`config.mk`:
```
export PLATFORM = sky130hd
export DESIGN_NAME = gin_bus_sequencer
export DESIGN_NICKNAME = d
export VERILOG_FILES = /design/src/rtl/gin_pkg.sv /design/src/rtl/gin_issue_slot.sv /design/src/rtl/gin_bus_sequencer.sv
export SDC_FILE = /design/constraint.sdc
export NUM_CORES = 1
export LEC_CHECK = 0
export ABC_AREA = 1
export CORE_AREA = 10 10 83 85
export CTS_CLUSTER_DIAMETER = 120
export CTS_CLUSTER_SIZE = 20
export DETAILED_ROUTE_END_ITERATION = 8
export DIE_AREA = 0 0 93 95
export DONT_BUFFER_PORTS = 1
export PLACE_DENSITY = 0.76
export SYNTH_ARGS = -nofsm -noshare
export SYNTH_HDL_FRONTEND = slang
export SYNTH_SLANG_ARGS = --single-unit
```
`constraint.sdc`:
```
create_clock -name clk -period 2.15 [get_ports clk]
set_input_delay 0.43 -clock clk [delete_from_list [all_inputs] [get_ports clk]]
set_output_delay 0.43 -clock clk [all_outputs]
set_load 0.02 [all_outputs]
```
`src/rtl/gin_pkg.sv`:
```
// Shared definitions for the row multicast bus sequencer: controller states
// and the field layout of the {enable, tag, value} bus word.
package gin_pkg;

  localparam int GIN_ID_LEN    = 5;
  localparam int GIN_VALUE_LEN = 32;

  // Bus word layout, LSB first: value, then tag, then the enable bit on top.
  localparam int GIN_VALUE_LSB = 0;
  localparam int GIN_TAG_LSB   = GIN_VALUE_LEN;
  localparam int GIN_EN_BIT    = GIN_VALUE_LEN + GIN_ID_LEN;
  localparam int GIN_BUS_W     = GIN_EN_BIT + 1;

  typedef enum logic [1:0] {
    UNCFG = 2'd0,
    LOAD  = 2'd1,
    RUN   = 2'd2,
    DRAIN = 2'd3
  } gin_state_e;

endpackage

```
`src/rtl/gin_issue_slot.sv`:
```
// Single-entry valid/ready register that holds the value currently offered
// on the multicast bus.
module gin_issue_slot
  import gin_pkg::*;
#(
  parameter int ID_LEN    = GIN_ID_LEN,
  parameter int VALUE_LEN = GIN_VALUE_LEN
) (
  input  logic                        clk,
  input  logic                        rst,
  input  logic                        i_load,
  input  logic [ID_LEN-1:0]           i_tag,
  input  logic [VALUE_LEN-1:0]        i_value,
  input  logic                        i_bus_ready,
  output logic                        o_valid,
  output logic                        o_xfer,
  output logic [VALUE_LEN+ID_LEN:0]   o_bus_word
);

  logic                 r_valid;
  logic [ID_LEN-1:0]    r_tag;
  logic [VALUE_LEN-1:0] r_value;

  // A load takes priority over a drain so that a simultaneous transfer and
  // accept replaces the entry without a bubble. An emptied slot is zeroed so
  // the bus never shows stale tag/value bits.
  always_ff @(posedge clk) begin
    if (rst) begin
      r_valid <= 1'b0;
      r_tag   <= '0;
      r_value <= '0;
    end else if (i_load) begin
      r_valid <= 1'b1;
      r_tag   <= i_tag;
      r_value <= i_value;
    end else if (r_valid && i_bus_ready) begin
      r_valid <= 1'b0;
      r_tag   <= '0;
      r_value <= '0;
    end
  end

  assign o_valid    = r_valid;
  assign o_xfer     = r_valid && i_bus_ready;
  assign o_bus_word = {r_valid, r_tag, r_value};

endmodule

```
`src/rtl/gin_bus_sequencer.sv`:
```
// Owns one row multicast bus: shifts MASTER_NUMS PE IDs into the scan chain,
// then issues tagged values onto the bus through a single registered slot.
module gin_bus_sequencer
  import gin_pkg::*;
#(
  parameter int MASTER_NUMS = 14,
  parameter int ID_LEN      = GIN_ID_LEN,
  parameter int VALUE_LEN   = GIN_VALUE_LEN,
  parameter int CNT_LEN     = 16
) (
  input  logic                        clk,
  input  logic                        rst,
  input  logic                        i_cfg_start,
  input  logic                        i_cfg_id_valid,
  output logic                        o_cfg_id_ready,
  input  logic [ID_LEN-1:0]           i_cfg_id,
  output logic                        o_cfg_done,
  input  logic                        i_in_valid,
  output logic                        o_in_ready,
  input  logic [ID_LEN-1:0]           i_in_tag,
  input  logic [VALUE_LEN-1:0]        i_in_value,
  output logic [VALUE_LEN+ID_LEN:0]   o_bus_enable_tag_value,
  input  logic                        i_bus_ready,
  output logic                        o_set_id,
  output logic [ID_LEN-1:0]           o_id_scan_in,
  output logic                        o_configured,
  output logic [CNT_LEN-1:0]          o_xfer_count
);

  localparam int                LCNT_W   = $clog2(MASTER_NUMS + 1);
  localparam logic [LCNT_W-1:0] LOAD_MAX = LCNT_W'(MASTER_NUMS);
  localparam logic [LCNT_W-1:0] LAST_IDX = LCNT_W'(MASTER_NUMS - 1);

  gin_state_e          r_state;
  logic [LCNT_W-1:0]   r_load_cnt;
  logic                r_set_id;
  logic [ID_LEN-1:0]   r_id_scan_in;
  logic                r_cfg_done;
  logic [CNT_LEN-1:0]  r_xfer_count;

  logic                w_slot_v;
  logic                w_xfer;
  logic                w_accept;
  logic                w_id_accept;

  assign o_cfg_id_ready = (r_state == LOAD) && (r_load_cnt < LOAD_MAX);
  assign w_id_accept    = o_cfg_id_ready && i_cfg_id_valid;

  // Only RUN may refill the slot; DRAIN lets the pending beat leave but
  // holds the upstream stream off while the chain is about to be reloaded.
  assign o_in_ready = (r_state == RUN) && (!w_slot_v || i_bus_ready);
  assign w_accept   = i_in_valid && o_in_ready;

  gin_issue_slot #(
    .ID_LEN    (ID_LEN),
    .VALUE_LEN (VALUE_LEN)
  ) u_slot (
    .clk         (clk),
    .rst         (rst),
    .i_load      (w_accept),
    .i_tag       (i_in_tag),
    .i_value     (i_in_value),
    .i_bus_ready (i_bus_ready),
    .o_valid     (w_slot_v),
    .o_xfer      (w_xfer),
    .o_bus_word  (o_bus_enable_tag_value)
  );

  // Controller FSM with the registered scan-chain drive. cfg_done is raised
  // on the same edge as the final shift so it lines up with the last set_id.
  always_ff @(posedge clk) begin
    if (rst) begin
      r_state      <= UNCFG;
      r_load_cnt   <= '0;
      r_set_id     <= 1'b0;
      r_id_scan_in <= '0;
      r_cfg_done   <= 1'b0;
    end else begin
      r_set_id     <= w_id_accept;
      r_id_scan_in <= w_id_accept ? i_cfg_id : '0;
      r_cfg_done   <= w_id_accept && (r_load_cnt == LAST_IDX);

      case (r_state)
        UNCFG: begin
          if (i_cfg_start) begin
            r_state    <= LOAD;
            r_load_cnt <= '0;
          end
        end
        LOAD: begin
          if (w_id_accept) begin
            r_load_cnt <= r_load_cnt + 1'b1;
            if (r_load_cnt == LAST_IDX) begin
              r_state <= RUN;
            end
          end
        end
        RUN: begin
          // An accept on the same cycle as cfg_start still lands in the slot,
          // so it too must be drained before reloading.
          if (i_cfg_start) begin
            if (w_slot_v || w_accept) begin
              r_state <= DRAIN;
            end else begin
              r_state    <= LOAD;
              r_load_cnt <= '0;
            end
          end
        end
        DRAIN: begin
          if (!w_slot_v || i_bus_ready) begin
            r_state    <= LOAD;
            r_load_cnt <= '0;
          end
        end
        default: begin
          r_state <= UNCFG;
        end
      endcase
    end
  end

  always_ff @(posedge clk) begin
    if (rst) begin
      r_xfer_count <= '0;
    end else if (w_xfer) begin
      r_xfer_count <= r_xfer_count + 1'b1;
    end
  end

  assign o_set_id     = r_set_id;
  assign o_id_scan_in = r_id_scan_in;
  assign o_cfg_done   = r_cfg_done;
  assign o_configured = (r_state == RUN);
  assign o_xfer_count = r_xfer_count;

endmodule

```
# == Yosys cells after proc, flatten, opt, wreduce, memory -nomap -nowiden ==
# Cells that the tools add are included.
# totals
register_bits,67
out_inout_bits,64
elab_cells,56
# op_classes
n_addsub,2
magnitude_cmp,1
eq_ne,10
mux,19
bitwise,1
n_reduce_logical,14
# ops
operator,n
$mux W32,2
$mux W4,5
$add A16 B1 Y16 const B,1
$pmux W4 S4,1
$mux W2,6
$mux W5,2
$ne A2 B2 Y1 const B,5
$reduce_and A5 Y1,2
$pmux W2 S4,1
$logic_and A1 B1 Y1,6
$add A4 B1 Y4 const B,1
$eq A2 B2 Y1 const B,2
$eq A4 B4 Y1 const B,1
$lt A4 B4 Y1 const B,1
$eq A2 B1 Y1 const B,1
$logic_not A2 Y1,1
$logic_or A1 B1 Y1,2
$mux W1,2
$ne A2 B1 Y1 const B,1
$reduce_bool A2 Y1,1
$reduce_or A2 Y1,1
$logic_not A1 Y1,1
$not A1 Y1,1

# == Longest topological paths before layout ==
# Gate-level depths: netlist of the first run.
# depth
word_depth,8
mapped_depth,10
ltp_nobuf,9

# == Hierarchy ==
# Synthesis of the first run repeated with hierarchy kept, for this count alone.
# hier_totals
hier_cells,393
area_unflattened_um2,3246.9
# by_module_without_submodules
module,n_inst,cells_each,area_per_inst_um2
gin_issue_slot,1,172,1732.9
gin_bus_sequencer,1,221,1514.0

# == Worst setup path after synthesis of the first run ==
# OpenSTA, ideal clock, no wires.
# synth_path
path_kind,register to register
from,reg r_state[0]
to,reg u_slot.r_tag[4]
setup_time_ns,0.143
arrival_time_ns,1.519
t_required_ns,2.007
setup_slack_ns,0.487
stages_incl_launch_ff,10
path_buffers,2
period_less_slack_ns,1.663
cell_sequence,dfxtp_1 -> inv_1 -> ha_1 -> inv_1 -> nor2_4 -> nand2_4 -> buf_6 -> buf_4 -> nand3_1 -> a21oi_2
# synth_via
elab_chain_len,4
elab_cells_between_ends,5
cone_classes,eq/ne (1); mux (1); reduce/logical (3)
# synth_lines
element,line,source
"start, declared",gin_bus_sequencer.sv:34,gin_state_e r_state;
"start signal, assigned",gin_bus_sequencer.sv:73,r_state <= UNCFG;
"start signal, assigned",gin_bus_sequencer.sv:86,r_state <= LOAD;
"start signal, assigned",gin_bus_sequencer.sv:94,r_state <= RUN;
$eq A2 B2 Y1 (*),-,
named net o_configured,gin_bus_sequencer.sv:26,"output logic o_configured,"
$logic_and A1 B1 Y1 (*),gin_bus_sequencer.sv:51,assign o_in_ready = (r_state == RUN) && (!w_slot_v || i_bus_ready);
named net o_in_ready,gin_bus_sequencer.sv:19,"output logic o_in_ready,"
$logic_and A1 B1 Y1 (*),gin_bus_sequencer.sv:52,assign w_accept = i_in_valid && o_in_ready;
$mux W5 / $reduce_bool A2 Y1 (equally long branches),-,
"end signal, assigned",gin_issue_slot.sv:34,r_tag <= i_tag;
"end, declared",gin_issue_slot.sv:21,logic [ID_LEN-1:0] r_tag;
# The timed path passes the listed nets; every way through them passes the cells marked *.
# A chain may end at the register's enable or synchronous reset.

# == Worst setup path after layout of the first run ==
# layout_path
from,reg r_state[0]
to,out o_in_ready
# layout_via
elab_chain_len,2
# layout_lines
element,line
$eq A2 B2 Y1,-
named net o_configured,gin_bus_sequencer.sv:26
$logic_and A1 B1 Y1,gin_bus_sequencer.sv:51
"end, declared",gin_bus_sequencer.sv:19
# The timed path passes the listed nets, and every way through them passes these cells.

==> summary.txt, run 1 <==
Run status: finished clean
Met2 usage: 0.249
Starting density of the core: 0.575
# fillers: 479
ANT nets after route: 0
Hold Path Class: in -> reg
Syn Nets: 453
DIE WIDTH: 93 µm
Period Utilization, post-route: 0.907
Hold Crit Depth: 1
Static leakage: 1.28 nW
Async SR Flop Fraction: 0
RSZ-0062 raised after global routing: no
Top Ports: 112
Via count: 2481
Ys flop type: dfxtp_1
Core area: 5340 µm²
Clock buffer depth: 2
Synth area leaders: dfxtp_1 (44%), nand3_1 (8.5%), nand2_1 (7.6%)
Multi-input logic area: 1390 µm²
Root Buffer: clkbuf_8
Setup TNS: 0 ps
Worst rel slew slack: 0.596
Die Y: 95 µm
Critical path type: reg -> out
Initial drt markers: 93
Clk_lat worst skew: 320 ps
Count leader, synth: dfxtp_1
Reg area: 1340 µm²
Top delay family on crit path: buffers and inverters
R2R depth: 8
Grt met1 use: 0.170
Largest family of logic cells by synthesized area: simple AND/OR/NAND/NOR gates
Crit-path most repeated cell: inv_1
Site row count: 27
Met3 usage in global routing: 0.0793
EDFF count, synth: 0
Area of the die: 8840 µm²
Initial antenna violation count: 0
Vias in the first global route: 2199
Maximum vdd drop: 0.695 mV
Crit path cell chain: inv_1 -> ha_1 -> inv_1 -> nor2_4 -> buf_4
First-pass GRT wire length: 11100 µm
Skew final: 4.57 ps
Worst Setup Start Kind: flop
DRC Markers: 0
Port Buf Inserts: 0
R2R Setup Slk: 340 ps
Placer Congestion: 0.797
Hold buffer count at cts: 0
GR Overflow Total: 0
Pin count of the biggest net entering global routing: 43
Arrival time worst endpoint: 1520 ps
Total GRT Usage: 0.156
Clk pin slew, worst setup/hold paths: 70 ps
Max Clk Rate: 513 MHz
Share of cells above drive strength 1: 0.177
Final #Nets: 447
Synth Area in Compound Gates: 0.119
Routed WL per cell: 15.0 µm
Final worst path period need: 1950 ps
GR peak layer: met2
Worst path required time: 1720 ps
TritonCTS clock tree: built
CP Depth: 5
Via/cell ratio: 5.31
Post-synthesis instance area: 3070 µm²
Critical-path top delay cell: dfxtp_1
First-pass detailed-route iteration total: 4
Drt total wl: 6990 µm
Synth top area share: 0.437
Synth top cells by count: dfxtp_1 (67), nand2_1 (62), nand3_1 (52), inv_1 (45), nor2_1 (43)
Simple-gate area share of the yosys netlist: 0.301
Clock Sinks: 67
CTS H-tree depth: 3
Crit path buf inv count: 3
Final Hold Fails: 0
Post-synthesis cell type count: 31
Post-CTS setup repair buffer count: 0
Syn avg cell area: 7.72 µm²
XOR/XNOR share of the synthesized area: 0
Post-synthesis register bit count: 67
CTS Buf Count: 9
Critical-path maximum fanout: 5
Slowest Stage Delay on Critical Path: 350 ps
Post-synthesis adder-cell area fraction: 0.0326
Multiplexer share of the synthesized area: 0
Pwr dens: 1010 nW/µm²
Syn Inst Count: 397
WHS: 166 ps
Register area share after synthesis: 0.437
Cts repair resizes: 0
Final Max Slew Viols: 0
Hpwl dp: 5190 µm
Diodes inserted: 0
Crit. End Element: output port
Synth warn: 0
Slew @ Worst Pin: 605 ps
Max-cap check violation count: 0
Area grow syn2layout: 4.69%
Final setup fails: 0
Leading area contributor after synthesis: dfxtp_1
==> final timing paths <==
kind / end / start
hold reg to reg: o_cfg_done$_SDFF_PP0_ / r_load_cnt[3]$_SDFFE_PP0P_
setup / recovery: o_in_ready / r_state[0]$_SDFFE_PP0P_
hold / removal: u_slot.r_value[31]$_SDFFE_PP0P_ / rst
setup reg to reg: u_slot.r_value[15]$_SDFFE_PP0P_ / r_state[0]$_SDFFE_PP0P_
==> per-stage QoR <==
step	setup WS, ps	power [mW]	instance area (µm²)	util	std cells
6_report	200	3.23	3210	0.602	467
5_1_grt	72.9	3.47	3210	0.602	467
4_1_cts	159	3.29	3210	0.602	467
3_5_place_dp	314	2.35	3030	0.568	452
3_3_place_gp	413	2.32	3030	0.568	452
2_1_floorplan	487	2.27	3070	-	397
==> kinds of logic (layout without fill, tap and decap cells) <==
| logic type | Yosys count | after routing |
|---|---|---|
| simple gates | 195 | 195 |
| buf+inv | 69 | 67 |
| flops | 67 | 67 |
| compound gates | 58 | 58 |
| fa+ha+maj | 8 | 8 |
==> flip-flops by register name (all words and copies together), names as in the netlist <==
register        count
u_slot.r_value     32
u_slot.r_tag        5
r_state             2
o_cfg_done          1
o_id_scan_in        5
r_load_cnt          4
o_xfer_count       16
o_set_id            1
u_slot.o_valid      1
==> routing by layer <==
metal  vias to the layer above  wire (µm)
met2                        92       3230
met5                         -          0
li1                       1253          -
met1                      1124       2800
met3                        12        820
met4                         0        139
==> worst register-to-register path, stage by stage (launching register included) <==
cell     delay, ps
dfxtp_1        350
inv_1           90
ha_1           320
inv_1          130
nor2_4         150
nand2_4         60
inv_4          340
nand2_1        140
a21oi_1        160
==> power by group <==
group / switching [mW] / internal (mW)
sequential: 0.201 / 1.37
combinational: 0.480 / 0.260
clock: 0.422 / 0.504
total: 1.10 / 2.13
==> final cells by class <==
class,instances,share of cell area
sequential,67,0.418
tap,72,0.0281
clock inverter,2,0.00312
timing repair buffer,4,0.00935
multi-input combinational,261,0.432
inverter,48,0.0569
clock buffer,13,0.0526
==> cell usage in the layout, fill, tap and decap left out <==
master    netlist  routed
nor2_4          3       3
clkbuf_8        0      12
nand2_2        21      21
inv_4           1       1
nand3_2         1       1
a21oi_1        29      29
nor2_2          2       2
clkinv_2        0       2
nand2_1        62      62
clkbuf_1        7       1
ha_1            8       8
or2_2           1       1
a21oi_2        19      19
dfxtp_1        67      67
nand3b_1        1       1
o21ai_0         8       8
inv_1          45      45
nor3_1          1       1
nor3b_1         1       1
nor3b_2         1       1
o21ai_1         1       1
o21a_1          1       1
nand4_1         5       5
nor2_1         43      43
inv_2           2       2
nand2_4         1       1
buf_4           4       4
nand3_1        52      52
No activity file was read; power rests on OpenSTA's default activity.
==> run 2: changes to the inputs <==
--- a/config.mk
+++ b/config.mk
@@ -6,13 +6,14 @@
 export NUM_CORES = 1
 export LEC_CHECK = 0
 export ABC_AREA = 1
-export CORE_AREA = 10 10 83 85
+export CORE_AREA = 10 10 85 87
 export CTS_CLUSTER_DIAMETER = 120
 export CTS_CLUSTER_SIZE = 20
 export DETAILED_ROUTE_END_ITERATION = 8
-export DIE_AREA = 0 0 93 95
+export DIE_AREA = 0 0 95 97
 export DONT_BUFFER_PORTS = 1
 export PLACE_DENSITY = 0.76
 export SYNTH_ARGS = -nofsm -noshare
 export SYNTH_HDL_FRONTEND = slang
+export SYNTH_HIERARCHICAL = 1
 export SYNTH_SLANG_ARGS = --single-unit
==> run 2 against run 1 <==
  * Highest routed layer unchanged
  * Die area up 4.3%
  * Via count up 1.5%
  * Fmax down 4.4%
  * Sequential share of layout area down 2.3 points
  * Critical path depth down 1
  * Clock-buffer cell count down 2
  * Hold slack worse by 11 ps
  * Non-clock buffer count up 2
  * Power up 4.8%
  * Sequential power about the same
  * Flip-flop and latch count unchanged
==> summary.txt, run 2 <==
Total GRT Usage: 0.156
Leading area contributor after synthesis: dfxtp_1
Max-cap check violation count: 0
Syn Inst Count: 393
Via count: 2518
Count leader, synth: nand2_1
Synth top area share: 0.413
Most frequent cells in the layout: nand2_1 (78), dfxtp_1 (67), nor2_1 (43)
Maximum vdd drop: 0.649 mV
Post-Place Cell Area: 3200 µm²
Skew final: 9.61 ps
Clk pin slew, worst setup/hold paths: 70 ps
Routed WL per cell: 16.3 µm
Sw frac: 0.348
Synth warn: 6
Final #Nets: 446
Starting density of the core: 0.593
Reg with most FFs: u_slot/r_value
Post-CTS setup repair buffer count: 0
Worst path required time: 1720 ps
RSZ-0062 raised after global routing: no
Post-synthesis cell type count: 28
ANT nets after route: 0
Root Buffer: clkbuf_8
Clk_lat worst skew: 340 ps
Share of cells above drive strength 1: 0.251
Port Buf Inserts: 0
Core area: 5470 µm²
Top Ports: 112
Worst Setup Start Kind: flop
Crit. End Element: output port
Initial drt markers: 39
Max Clk Rate: 490 MHz
Syn avg cell area: 8.26 µm²
Synth area leaders: dfxtp_1 (41%), nand3_2 (9.2%), nand2_1 (9.0%)
Post-synthesis register bit count: 67
Final worst setup slack: 111 ps
Hold buffer count at cts: 0
Syn Nets: 449
Synth top cells by count: nand2_1 (78), dfxtp_1 (67), nor2_1 (43), inv_1 (35), a21oi_2 (31)
Clock Sinks: 67
EDFF count, synth: 0
Clock power frac: 0.300
Critical path type: reg -> out
Max reg flops: 32
Period Utilization, post-route: 0.948
Final Hold Fails: 0
Setup TNS: 0 ps
Final Max Slew Viols: 0
Initial antenna violation count: 0
Placer Congestion: 0.837
RR Startpoint: r_state[0]$_SDFFE_PP0P_
Clock buffer depth: 2
Placed cells: 451
Static leakage: 1.23 nW
HP Start: rst
Place WS: 284 ps
Register area share after synthesis: 0.413
Logic pwr share: 0.234
Pwr dens: 998 nW/µm²
Async SR Flop Fraction: 0
Arrival time worst endpoint: 1610 ps
TritonCTS clock tree: built
WHS: 155 ps
CTS Buf Count: 9
Via/cell ratio: 5.39
Layout Cells excl Fill: 467
Hpwl dp: 5740 µm
Vias in the first global route: 2303
DIE WIDTH: 95 µm
Commonest non-fill, non-tap cell in the layout: nand2_1
Final worst path period need: 2040 ps
Area of the die: 9220 µm²
Critical-path maximum fanout: 5
Cts repair resizes: 0
Slew @ Worst Pin: 548 ps
Sw Pwr: 1.18 mW
Critical Path Start: r_state[0]$_SDFFE_PP0P_
Worst rel slew slack: 0.634
CTS H-tree depth: 3
Final setup fails: 0
First-pass GRT wire length: 11600 µm
DRC Markers: 0
Die Y: 97 µm
First-pass detailed-route iteration total: 4
Drt total wl: 7630 µm
Pin count of the biggest net entering global routing: 45
Final instance area: 3400 µm²
Cell-internal power: 2.21 mW
Diodes inserted: 0
Hold Path Class: in -> reg
Run status: finished clean
Area grow syn2layout: 4.59%
Site row count: 27
Sequential share of power: 0.465
Post-synthesis instance area: 3250 µm²
GR Overflow Total: 0
Ys flop type: dfxtp_1
run 2: critical path, stage by stage (launching register included):
cell     delay [ps]
dfxtp_1         360
inv_1           100
ha_1            320
inv_1           130
nor2_1          370
run 2: cell families (layout without fill, tap and decap cells):
family	after synthesis	after routing	synth area share
xor gates and xnor gates	1	1	0.00270
adders and majority gates	8	8	0.0308
AOI/OAI and AO/OA	60	60	0.129
and+or+nand+nor	197	197	0.317
DFF	67	67	0.413
buffers and inverters	60	62	0.107
run 2: cell type report:
type                       instances  area, µm²
fill                             505       2080
multi-input combinational        266       1560
sequential                        67       1340
inverter                          40        150
clock buffer                      11        141
tap                               72       90.1
timing repair buffer               6       57.6
clock inverter                     5       52.6
run 2: power groups by stage:
stage	sequential (mW)	combinational, mW	clock, mW
6_report	1.58	0.794	1.02
3_3_place_gp	1.60	0.765	0
5_1_grt	1.60	0.896	1.10
3_5_place_dp	1.61	0.798	0
4_1_cts	1.58	0.801	1.05
2_1_floorplan	1.57	0.739	0
run 2: stage by stage:
| step | total power, mW | util |
|---|---|---|
| floorplan | 2.31 | - |
| global placement | 2.36 | 0.585 |
| detailed placement | 2.41 | 0.585 |
| CTS | 3.43 | 0.620 |
| global route | 3.59 | 0.620 |
| finish | 3.39 | 0.620 |
run 2: final timing paths:
check | end | slack, ps | cells past startpoint
max | o_in_ready | 110 | 4
min | u_slot/r_value[5]$_SDFFE_PP0P_ | 160 | 1
max reg2reg | u_slot/r_value[23]$_SDFFE_PP0P_ | 280 | 8
min reg2reg | u_slot/o_valid$_SDFFE_PP0P_ | 530 | 2
run 2: routing by layer:
| metal | GRT usage | vias up | wire length [µm] |
|---|---|---|---|
| met1 | 0.157 | 1173 | 2770 |
| li1 | - | 1258 | - |
| met3 | 0.0740 | 12 | 824 |
| met5 | 0 | - | 0 |
| met4 | 0.0732 | 0 | 138 |
| met2 | 0.264 | 75 | 3890 |
==> run 3: changes to the inputs <==
--- a/config.mk
+++ b/config.mk
@@ -6,6 +6,7 @@
 export NUM_CORES = 1
 export LEC_CHECK = 0
 export ABC_AREA = 1
+export CAP_MARGIN = 20
 export CORE_AREA = 10 10 85 87
 export CTS_CLUSTER_DIAMETER = 120
 export CTS_CLUSTER_SIZE = 20
==> results of run 3 <==
The final DEF is identical to that of run 2; final timing and power are the same.
